<file path="src/rtl/mips_pkg.sv">
// Shared MIPS core definitions: mul/div op encoding, funct decode, HI/LO unit state.
package mips_pkg;

  localparam int unsigned MD_OP_W = 2;

  localparam logic [MD_OP_W-1:0] MD_MULT  = 2'd0;
  localparam logic [MD_OP_W-1:0] MD_MULTU = 2'd1;
  localparam logic [MD_OP_W-1:0] MD_DIV   = 2'd2;
  localparam logic [MD_OP_W-1:0] MD_DIVU  = 2'd3;

  localparam logic [5:0] FUNCT_MULT  = 6'h18;
  localparam logic [5:0] FUNCT_MULTU = 6'h19;
  localparam logic [5:0] FUNCT_DIV   = 6'h1a;
  localparam logic [5:0] FUNCT_DIVU  = 6'h1b;

  typedef enum logic [1:0] {
    MD_IDLE  = 2'd0,
    MD_CALC  = 2'd1,
    MD_FIXUP = 2'd2
  } md_state_t;

  // True when the funct field selects one of the mul/div instructions.
  function automatic logic md_is_muldiv_funct(input logic [5:0] funct);
    return (funct >= FUNCT_MULT) && (funct <= FUNCT_DIVU);
  endfunction

  // Funct-to-op mapping used by decode; only meaningful when md_is_muldiv_funct.
  function automatic logic [MD_OP_W-1:0] md_funct_to_op(input logic [5:0] funct);
    logic [MD_OP_W-1:0] op;
    unique case (funct)
      FUNCT_MULT:  op = MD_MULT;
      FUNCT_MULTU: op = MD_MULTU;
      FUNCT_DIV:   op = MD_DIV;
      default:     op = MD_DIVU;
    endcase
    return op;
  endfunction

  function automatic logic md_is_div(input logic [MD_OP_W-1:0] op);
    return (op == MD_DIV) || (op == MD_DIVU);
  endfunction

  function automatic logic md_is_signed(input logic [MD_OP_W-1:0] op);
    return (op == MD_MULT) || (op == MD_DIV);
  endfunction

endpackage

</file>
<file path="src/rtl/hilo_muldiv_unit.sv">
// Iterative multiply/divide unit owning the architectural HI/LO registers.
module hilo_muldiv_unit
  import mips_pkg::*;
#(
  parameter int unsigned WIDTH = 32
) (
  input  logic               clk,
  input  logic               rst_n,
  input  logic               start,
  input  logic [1:0]         op,
  input  logic [WIDTH-1:0]   rs_val,
  input  logic [WIDTH-1:0]   rt_val,
  input  logic               hi_we,
  input  logic               lo_we,
  input  logic [WIDTH-1:0]   wdata,
  output logic               busy,
  output logic               done,
  output logic [WIDTH-1:0]   hi,
  output logic [WIDTH-1:0]   lo
);

  localparam int unsigned CW = $clog2(WIDTH) + 1;
  localparam int unsigned AW = 2 * WIDTH;

  md_state_t          state, state_n;
  logic [CW-1:0]      cnt;
  logic [AW-1:0]      acc;
  logic [WIDTH-1:0]   opnd;
  logic [1:0]         op_q;
  logic               q_neg, r_neg;
  logic               busy_n, done_n;

  // Operand magnitudes and result signs captured at issue.
  logic               a_neg_c, b_neg_c;
  logic [WIDTH-1:0]   a_mag_c, b_mag_c;

  // One iteration of the multiply or restoring-divide datapath.
  logic [WIDTH:0]     mul_sum_c;
  logic [WIDTH:0]     div_trial_c;
  logic [WIDTH-1:0]   div_diff_c;
  logic               div_ge_c;
  logic [AW-1:0]      acc_step_c;

  // Sign-corrected results applied at commit.
  logic [AW-1:0]      prod_fix_c;
  logic [WIDTH-1:0]   quo_fix_c, rem_fix_c;

  // Absolute values of the incoming operands for signed ops.
  always_comb begin
    a_neg_c = md_is_signed(op) & rs_val[WIDTH-1];
    b_neg_c = md_is_signed(op) & rt_val[WIDTH-1];
    a_mag_c = a_neg_c ? (~rs_val + WIDTH'(1)) : rs_val;
    b_mag_c = b_neg_c ? (~rt_val + WIDTH'(1)) : rt_val;
  end

  // Shift-add multiply step and restoring shift-subtract divide step.
  always_comb begin
    mul_sum_c   = {1'b0, acc[AW-1:WIDTH]} + (acc[0] ? {1'b0, opnd} : (WIDTH+1)'(0));
    div_trial_c = {acc[AW-1:WIDTH], acc[WIDTH-1]};
    div_ge_c    = div_trial_c >= {1'b0, opnd};
    div_diff_c  = div_trial_c[WIDTH-1:0] - opnd;
    if (md_is_div(op_q)) begin
      acc_step_c = {(div_ge_c ? div_diff_c : div_trial_c[WIDTH-1:0]),
                    acc[WIDTH-2:0], div_ge_c};
    end else begin
      acc_step_c = {mul_sum_c, acc[WIDTH-1:1]};
    end
  end

  // Two's-complement fixup of magnitude results.
  always_comb begin
    prod_fix_c = q_neg ? (~acc + AW'(1)) : acc;
    quo_fix_c  = q_neg ? (~acc[WIDTH-1:0] + WIDTH'(1)) : acc[WIDTH-1:0];
    rem_fix_c  = r_neg ? (~acc[AW-1:WIDTH] + WIDTH'(1)) : acc[AW-1:WIDTH];
  end

  // State register.
  always_ff @(posedge clk or negedge rst_n) begin
    if (!rst_n) state <= MD_IDLE;
    else        state <= state_n;
  end

  // Next-state logic.
  always_comb begin
    state_n = state;
    unique case (state)
      MD_IDLE:  if (start) state_n = MD_CALC;
      MD_CALC:  if (cnt == CW'(WIDTH - 1)) state_n = MD_FIXUP;
      MD_FIXUP: state_n = MD_IDLE;
      default:  state_n = MD_IDLE;
    endcase
  end

  // Next values of the registered status outputs.
  always_comb begin
    busy_n = 1'b0;
    done_n = 1'b0;
    busy_n = (state_n != MD_IDLE);
    done_n = (state == MD_FIXUP);
  end

  // Status output registers.
  always_ff @(posedge clk or negedge rst_n) begin
    if (!rst_n) begin
      busy <= 1'b0;
      done <= 1'b0;
    end else begin
      busy <= busy_n;
      done <= done_n;
    end
  end

  // Operand capture, iteration, commit and MTHI/MTLO writes.
  always_ff @(posedge clk or negedge rst_n) begin
    if (!rst_n) begin
      cnt   <= '0;
      acc   <= '0;
      opnd  <= '0;
      op_q  <= MD_MULT;
      q_neg <= 1'b0;
      r_neg <= 1'b0;
      hi    <= '0;
      lo    <= '0;
    end else begin
      unique case (state)
        MD_IDLE: begin
          if (start) begin
            op_q  <= op;
            q_neg <= a_neg_c ^ b_neg_c;
            r_neg <= a_neg_c;
            cnt   <= '0;
            if (md_is_div(op)) begin
              acc  <= {WIDTH'(0), a_mag_c};
              opnd <= b_mag_c;
            end else begin
              acc  <= {WIDTH'(0), b_mag_c};
              opnd <= a_mag_c;
            end
          end else begin
            if (hi_we) hi <= wdata;
            if (lo_we) lo <= wdata;
          end
        end
        MD_CALC: begin
          acc <= acc_step_c;
          cnt <= cnt + CW'(1);
        end
        MD_FIXUP: begin
          if (md_is_div(op_q)) begin
            hi <= rem_fix_c;
            lo <= quo_fix_c;
          end else begin
            hi <= prod_fix_c[AW-1:WIDTH];
            lo <= prod_fix_c[WIDTH-1:0];
          end
        end
        default: ;
      endcase
    end
  end

endmodule

</file>
<file path="config.mk">
export PLATFORM = sky130hd
export DESIGN_NAME = hilo_muldiv_unit
export DESIGN_NICKNAME = d
export VERILOG_FILES = /design/src/rtl/mips_pkg.sv /design/src/rtl/hilo_muldiv_unit.sv
export SDC_FILE = /design/constraint.sdc
export NUM_CORES = 1
export LEC_CHECK = 0
export ABC_AREA = 0
export BUFFER_PORTS_ARGS = -buffer_cell sky130_fd_sc_hd__buf_2
export CAP_MARGIN = 40
export CORE_MARGIN = 5
export CORE_UTILIZATION = 55
export DETAILED_ROUTE_END_ITERATION = 7
export GPL_TIMING_DRIVEN = 0
export PLACE_DENSITY = 0.79
export SKIP_CTS_REPAIR_TIMING = 1
export SYNTH_ARGS = -nofsm -noshare
export SYNTH_HDL_FRONTEND = slang
export SYNTH_SLANG_ARGS = --single-unit
</file>
<file path="constraint.sdc">
create_clock -name clk -period 3.1 [get_ports clk]
set_input_delay 0.465 -clock clk [delete_from_list [all_inputs] [get_ports clk]]
set_output_delay 0.465 -clock clk [all_outputs]
set_load 0.01 [all_outputs]
</file>
==> PnR_summary.wiki <==
{| class="wikitable"
! Metric !! Value
|-
| Result of the run || complete, but fails checks
|-
| Failing checks || DRC, hold timing, setup timing
|-
| Total of endpoints with negative setup slack in the final report || 12
|-
| Switching power summed over all nets || 0.0119 W
|-
| Clock share of power || 9.8%
|-
| Slew of the pin with the lowest slew margin || 966 ps
|-
| Slew margin rel. || 35.3%
|-
| Crit path arrival time || 3630 ps
|-
| # port buffers || 167
|-
| Cell count after synthesis || 1924
|-
| Data required time at the worst endpoint || 3400 ps
|-
| Minimum clock period || 3330 ps
|-
| Area of the die || 30400 um^2
|-
| Cell-by-cell listing of the critical path || clkinv_4, buf_8, nor2_1, ha_4, o211ai_1, nor2_1, o2111ai_2, a211o_1, buf_6, a21oi_4, buf_4, xnor2_1, o22ai_1, a31oi_1, o21ai_0
|-
| Antenna cell count || 0
|-
| Final hold slack || -26.5 ps
|-
| Number of antenna violations at the first check in global routing || 0
|-
| Cell Pwr Density || 1260 nW/um^2
|-
| Count of state elements after synthesis || 173
|-
| Biggest area consumer among synthesized cells || sky130_fd_sc_hd__dfrtp_1
|-
| Total number of vias || 16600
|-
| Type of element launching the critical path || register
|-
| Peak supply drop || 0.564 mV
|-
| Synth cell count leaders || sky130_fd_sc_hd__nor2_1, sky130_fd_sc_hd__o21ai_0, sky130_fd_sc_hd__nand2_1
|-
| Sequential fraction of design power || 20.9%
|-
| Design internal power || 0.0113 W
|-
| Min setup slack post-route || -234 ps
|-
| Predominant post-synthesis flop cell || sky130_fd_sc_hd__dfrtp_1
|-
| Cell occurring most often along the worst timing path || sky130_fd_sc_hd__nor2_1
|-
| Global Route Usage Sum || 35.7%
|-
| Part of the Yosys area used for sequential elements || 29.1%
|-
| Syn nets || 2098
|-
| Maximum count of clock buffers along a single path || 2
|-
| Number of enable-type register cells in the synthesized netlist || 0
|-
| Worst clock skew on the final layout || 21.3 ps
|-
| Clock Tree Root || sky130_fd_sc_hd__clkbuf_16
|-
| Number of routed nets with antenna violations || 0
|-
| Total iterations of the first detailed-routing run || 8
|-
| Mapped Area || 14900 um^2
|-
| Maximum fanout along the worst path || 6
|-
| RSZ-0062 raised after global routing || true
|-
| Buffers plus inverters on the worst setup path || 4
|-
| Fraction of power consumed by combinational cells || 69.3%
|-
| Busiest metal layer after global routing || met2
|-
| Top cells by area, synth || sky130_fd_sc_hd__dfrtp_1, sky130_fd_sc_hd__o21ai_0, sky130_fd_sc_hd__ha_1
|-
| DR iter-0 viols || 2109
|-
| Count of cell types in the netlist || 69
|-
| Clock tree from TritonCTS || yes
|-
| Share of the clock period used by the worst path || 108%
|-
| Vias in the first global route || 15000
|-
| Count leader, synth || sky130_fd_sc_hd__nor2_1
|-
| Number of max-cap violations || 0
|-
| Synth-to-Final Area Change || 24.1%
|-
| Routed WL per cell || 23.4 um
|-
| HPWL after detailed placement || 45100 um
|-
| Family with the most delay on the worst path || compound AO/OA/AOI/OAI gates
|-
| Capturing element type of the critical path || register
|-
| Number of vias per cell after detailed routing || 6.59
|-
| CTS Buf Count || 17
|-
| I/O pin count || 169
|-
| Sink Count || 173
|-
| Class of the tightest hold or removal check || in -> async
|-
| Total count of hold-check failures in the final report || 13
|-
| Clock network latency to the later pin of the worst-skew pair || 450 ps
|-
| Maximum achievable frequency || 0.300 GHz
|-
| Floorplan die width || 174 um
|-
| Wire length after detailed routing || 59000 um
|-
| GRT overflow || 0
|-
| Met1 track utilization from global routing || 50.0%
|-
| Count of standard-cell rows || 60
|-
| Number of H-tree branching levels || 4
|-
| Wire length of the first global-routing pass || 86400 um
|-
| Area share of the largest cell type after synthesis || 29.1%
|-
| Setup total negative slack || -1290 ps
|-
| Die Y || 174 um
|-
| Stage delay of the slowest cell on the critical path || 430 ps
|-
| Met2 Resource Use GR || 53.6%
|-
| Static leakage || 7.92 nW
|-
| Switching share of power || 51.3%
|-
| Weighted congestion at the end of routability-driven global placement || 0.980
|-
| Clk slew on worst S/H paths || 80 ps
|-
| Worst-path cell with the longest stage delay || sky130_fd_sc_hd__dfrtp_2
|-
| Std-Cell Core Area || 26800 um^2
|-
| Class of the most critical setup path || reg -> reg
|-
| Final number of max-transition violations || 0
|-
| Pin count of the biggest net entering global routing || 96
|-
| Starting density of the core || 55.5%
|-
| Fraction of synthesis flops using an asynchronous set or reset pin || 100%
|-
| Net total in the final layout || 2336
|-
| DR DRC count || 2
|-
| Number of synthesis warnings || 0
|-
| Post-Synthesis Mean Instance Area || 7.73 um^2
|-
| Met3 usage || 8.07%
|-
| Fraction of layout cells with a size suffix above 1 || 22.3%
|}
## through the flow
| stage | cells | cell area, um^2 | setup WS [ps] | util, % | power (W) |
|---|---|---|---|---|---|
| 6_report | 2516 | 18500 | -234 | 68.9 | 0.0232 |
| 5_1_grt | 2516 | 18500 | -303 | 68.9 | 0.0245 |
| 4_1_cts | 2466 | 16800 | -1230 | 62.7 | 0.0200 |
| 3_5_place_dp | 2434 | 16200 | -1180 | 60.4 | 0.0176 |
| 3_3_place_gp | 2432 | 16200 | -1350 | 60.3 | 0.0174 |
| 2_1_floorplan | 1924 | 14900 | -89.5 | - | 0.0135 |
## power by group through the flow
| stage | combinational (W) | sequential (W) | clock [W] |
|---|---|---|---|
| 2_1_floorplan | 0.00919 | 0.00435 | 0 |
| 3_3_place_gp | 0.0127 | 0.00469 | 0 |
| 3_5_place_dp | 0.0129 | 0.00472 | 0 |
| 4_1_cts | 0.0130 | 0.00469 | 0.00226 |
| 5_1_grt | 0.0172 | 0.00493 | 0.00236 |
| 6_report | 0.0161 | 0.00486 | 0.00227 |
## cell usage in the layout (no fill, tap or decap), types with 10 or more instances in the layout
cell type                   instances
sky130_fd_sc_hd__o221ai_1          10
sky130_fd_sc_hd__buf_4             60
sky130_fd_sc_hd__nor4_1            12
sky130_fd_sc_hd__inv_1             50
sky130_fd_sc_hd__mux2i_1           50
sky130_fd_sc_hd__nor2_1           199
sky130_fd_sc_hd__o31ai_1           25
sky130_fd_sc_hd__o21ai_1           10
sky130_fd_sc_hd__or3_1             16
sky130_fd_sc_hd__ha_4              26
sky130_fd_sc_hd__a21oi_2           10
sky130_fd_sc_hd__nor2b_1           13
sky130_fd_sc_hd__dfrtp_1          141
sky130_fd_sc_hd__ha_1              35
sky130_fd_sc_hd__a21oi_1          157
sky130_fd_sc_hd__a21o_1            47
sky130_fd_sc_hd__nand3_1           20
sky130_fd_sc_hd__dfrtp_2           32
sky130_fd_sc_hd__a31oi_1           25
sky130_fd_sc_hd__nand2b_1          16
sky130_fd_sc_hd__clkbuf_16         18
sky130_fd_sc_hd__a211oi_1          21
sky130_fd_sc_hd__clkbuf_1          87
sky130_fd_sc_hd__nand4_1           16
sky130_fd_sc_hd__a22oi_1           21
sky130_fd_sc_hd__xnor2_1           90
sky130_fd_sc_hd__nor3_1            33
sky130_fd_sc_hd__buf_2            168
sky130_fd_sc_hd__o22ai_1           10
sky130_fd_sc_hd__xor2_1            75
sky130_fd_sc_hd__nand2_1          201
sky130_fd_sc_hd__o21ai_0          186
sky130_fd_sc_hd__o22a_1            10
sky130_fd_sc_hd__o21a_1            14
## per-layer routing
metal / vias to the layer above / wire length [um]
met5: - / 0
met4: 0 / 2680
met3: 201 / 6260
met2: 1063 / 25700
met1: 7889 / 24300
li1: 7434 / -
## final timing paths
| kind | start | endpoint | slack (ps) | cells past startpoint |
|---|---|---|---|---|
| setup / recovery | acc[0]$_DFFE_PN0P_ | acc[48]$_DFFE_PN0P_ | -230 | 15 |
| hold / removal | rst_n | acc[42]$_DFFE_PN0P_ | -30 | 1 |
| setup reg to reg | acc[0]$_DFFE_PN0P_ | acc[48]$_DFFE_PN0P_ | -230 | 15 |
| hold reg to reg | lo[6]$_DFFE_PN0P_ | lo[6]$_DFFE_PN0P_ | 480 | 2 |
| max in group asynchronous | rst_n | acc[16]$_DFFE_PN0P_ | 2170 | 2 |
| min in group clk | wdata[1] | hi[1]$_DFFE_PN0P_ | 280 | 3 |
## state kept, by name (all words and copies together) (netlist names)
register / cells
acc: 64
hi: 32
lo: 32
opnd: 32
cnt: 6
state: 2
busy: 1
done: 1
op_q: 1
q_neg: 1
r_neg: 1
## cells by family after synthesis
kind of cell             synth area share (%)
AO/OA/AOI/OAI                            26.9
AND/OR/NAND/NOR                          19.0
buffers and inverters                    4.70
flip-flops                               29.1
XOR/XNOR                                 10.1
adder cells (fa/ha/maj)                  6.07
multiplexers                             4.03
## area by class of cell
type	count	area, um^2
fill	2184	8340
timing repair buffer	233	1400
inverter	62	240
clock buffer	17	425
sequential	173	4370
multi-input combinational	1567	10900
buffer	108	488
tap	341	427
clock inverter	15	188
No activity file was read; power rests on OpenSTA's default activity.
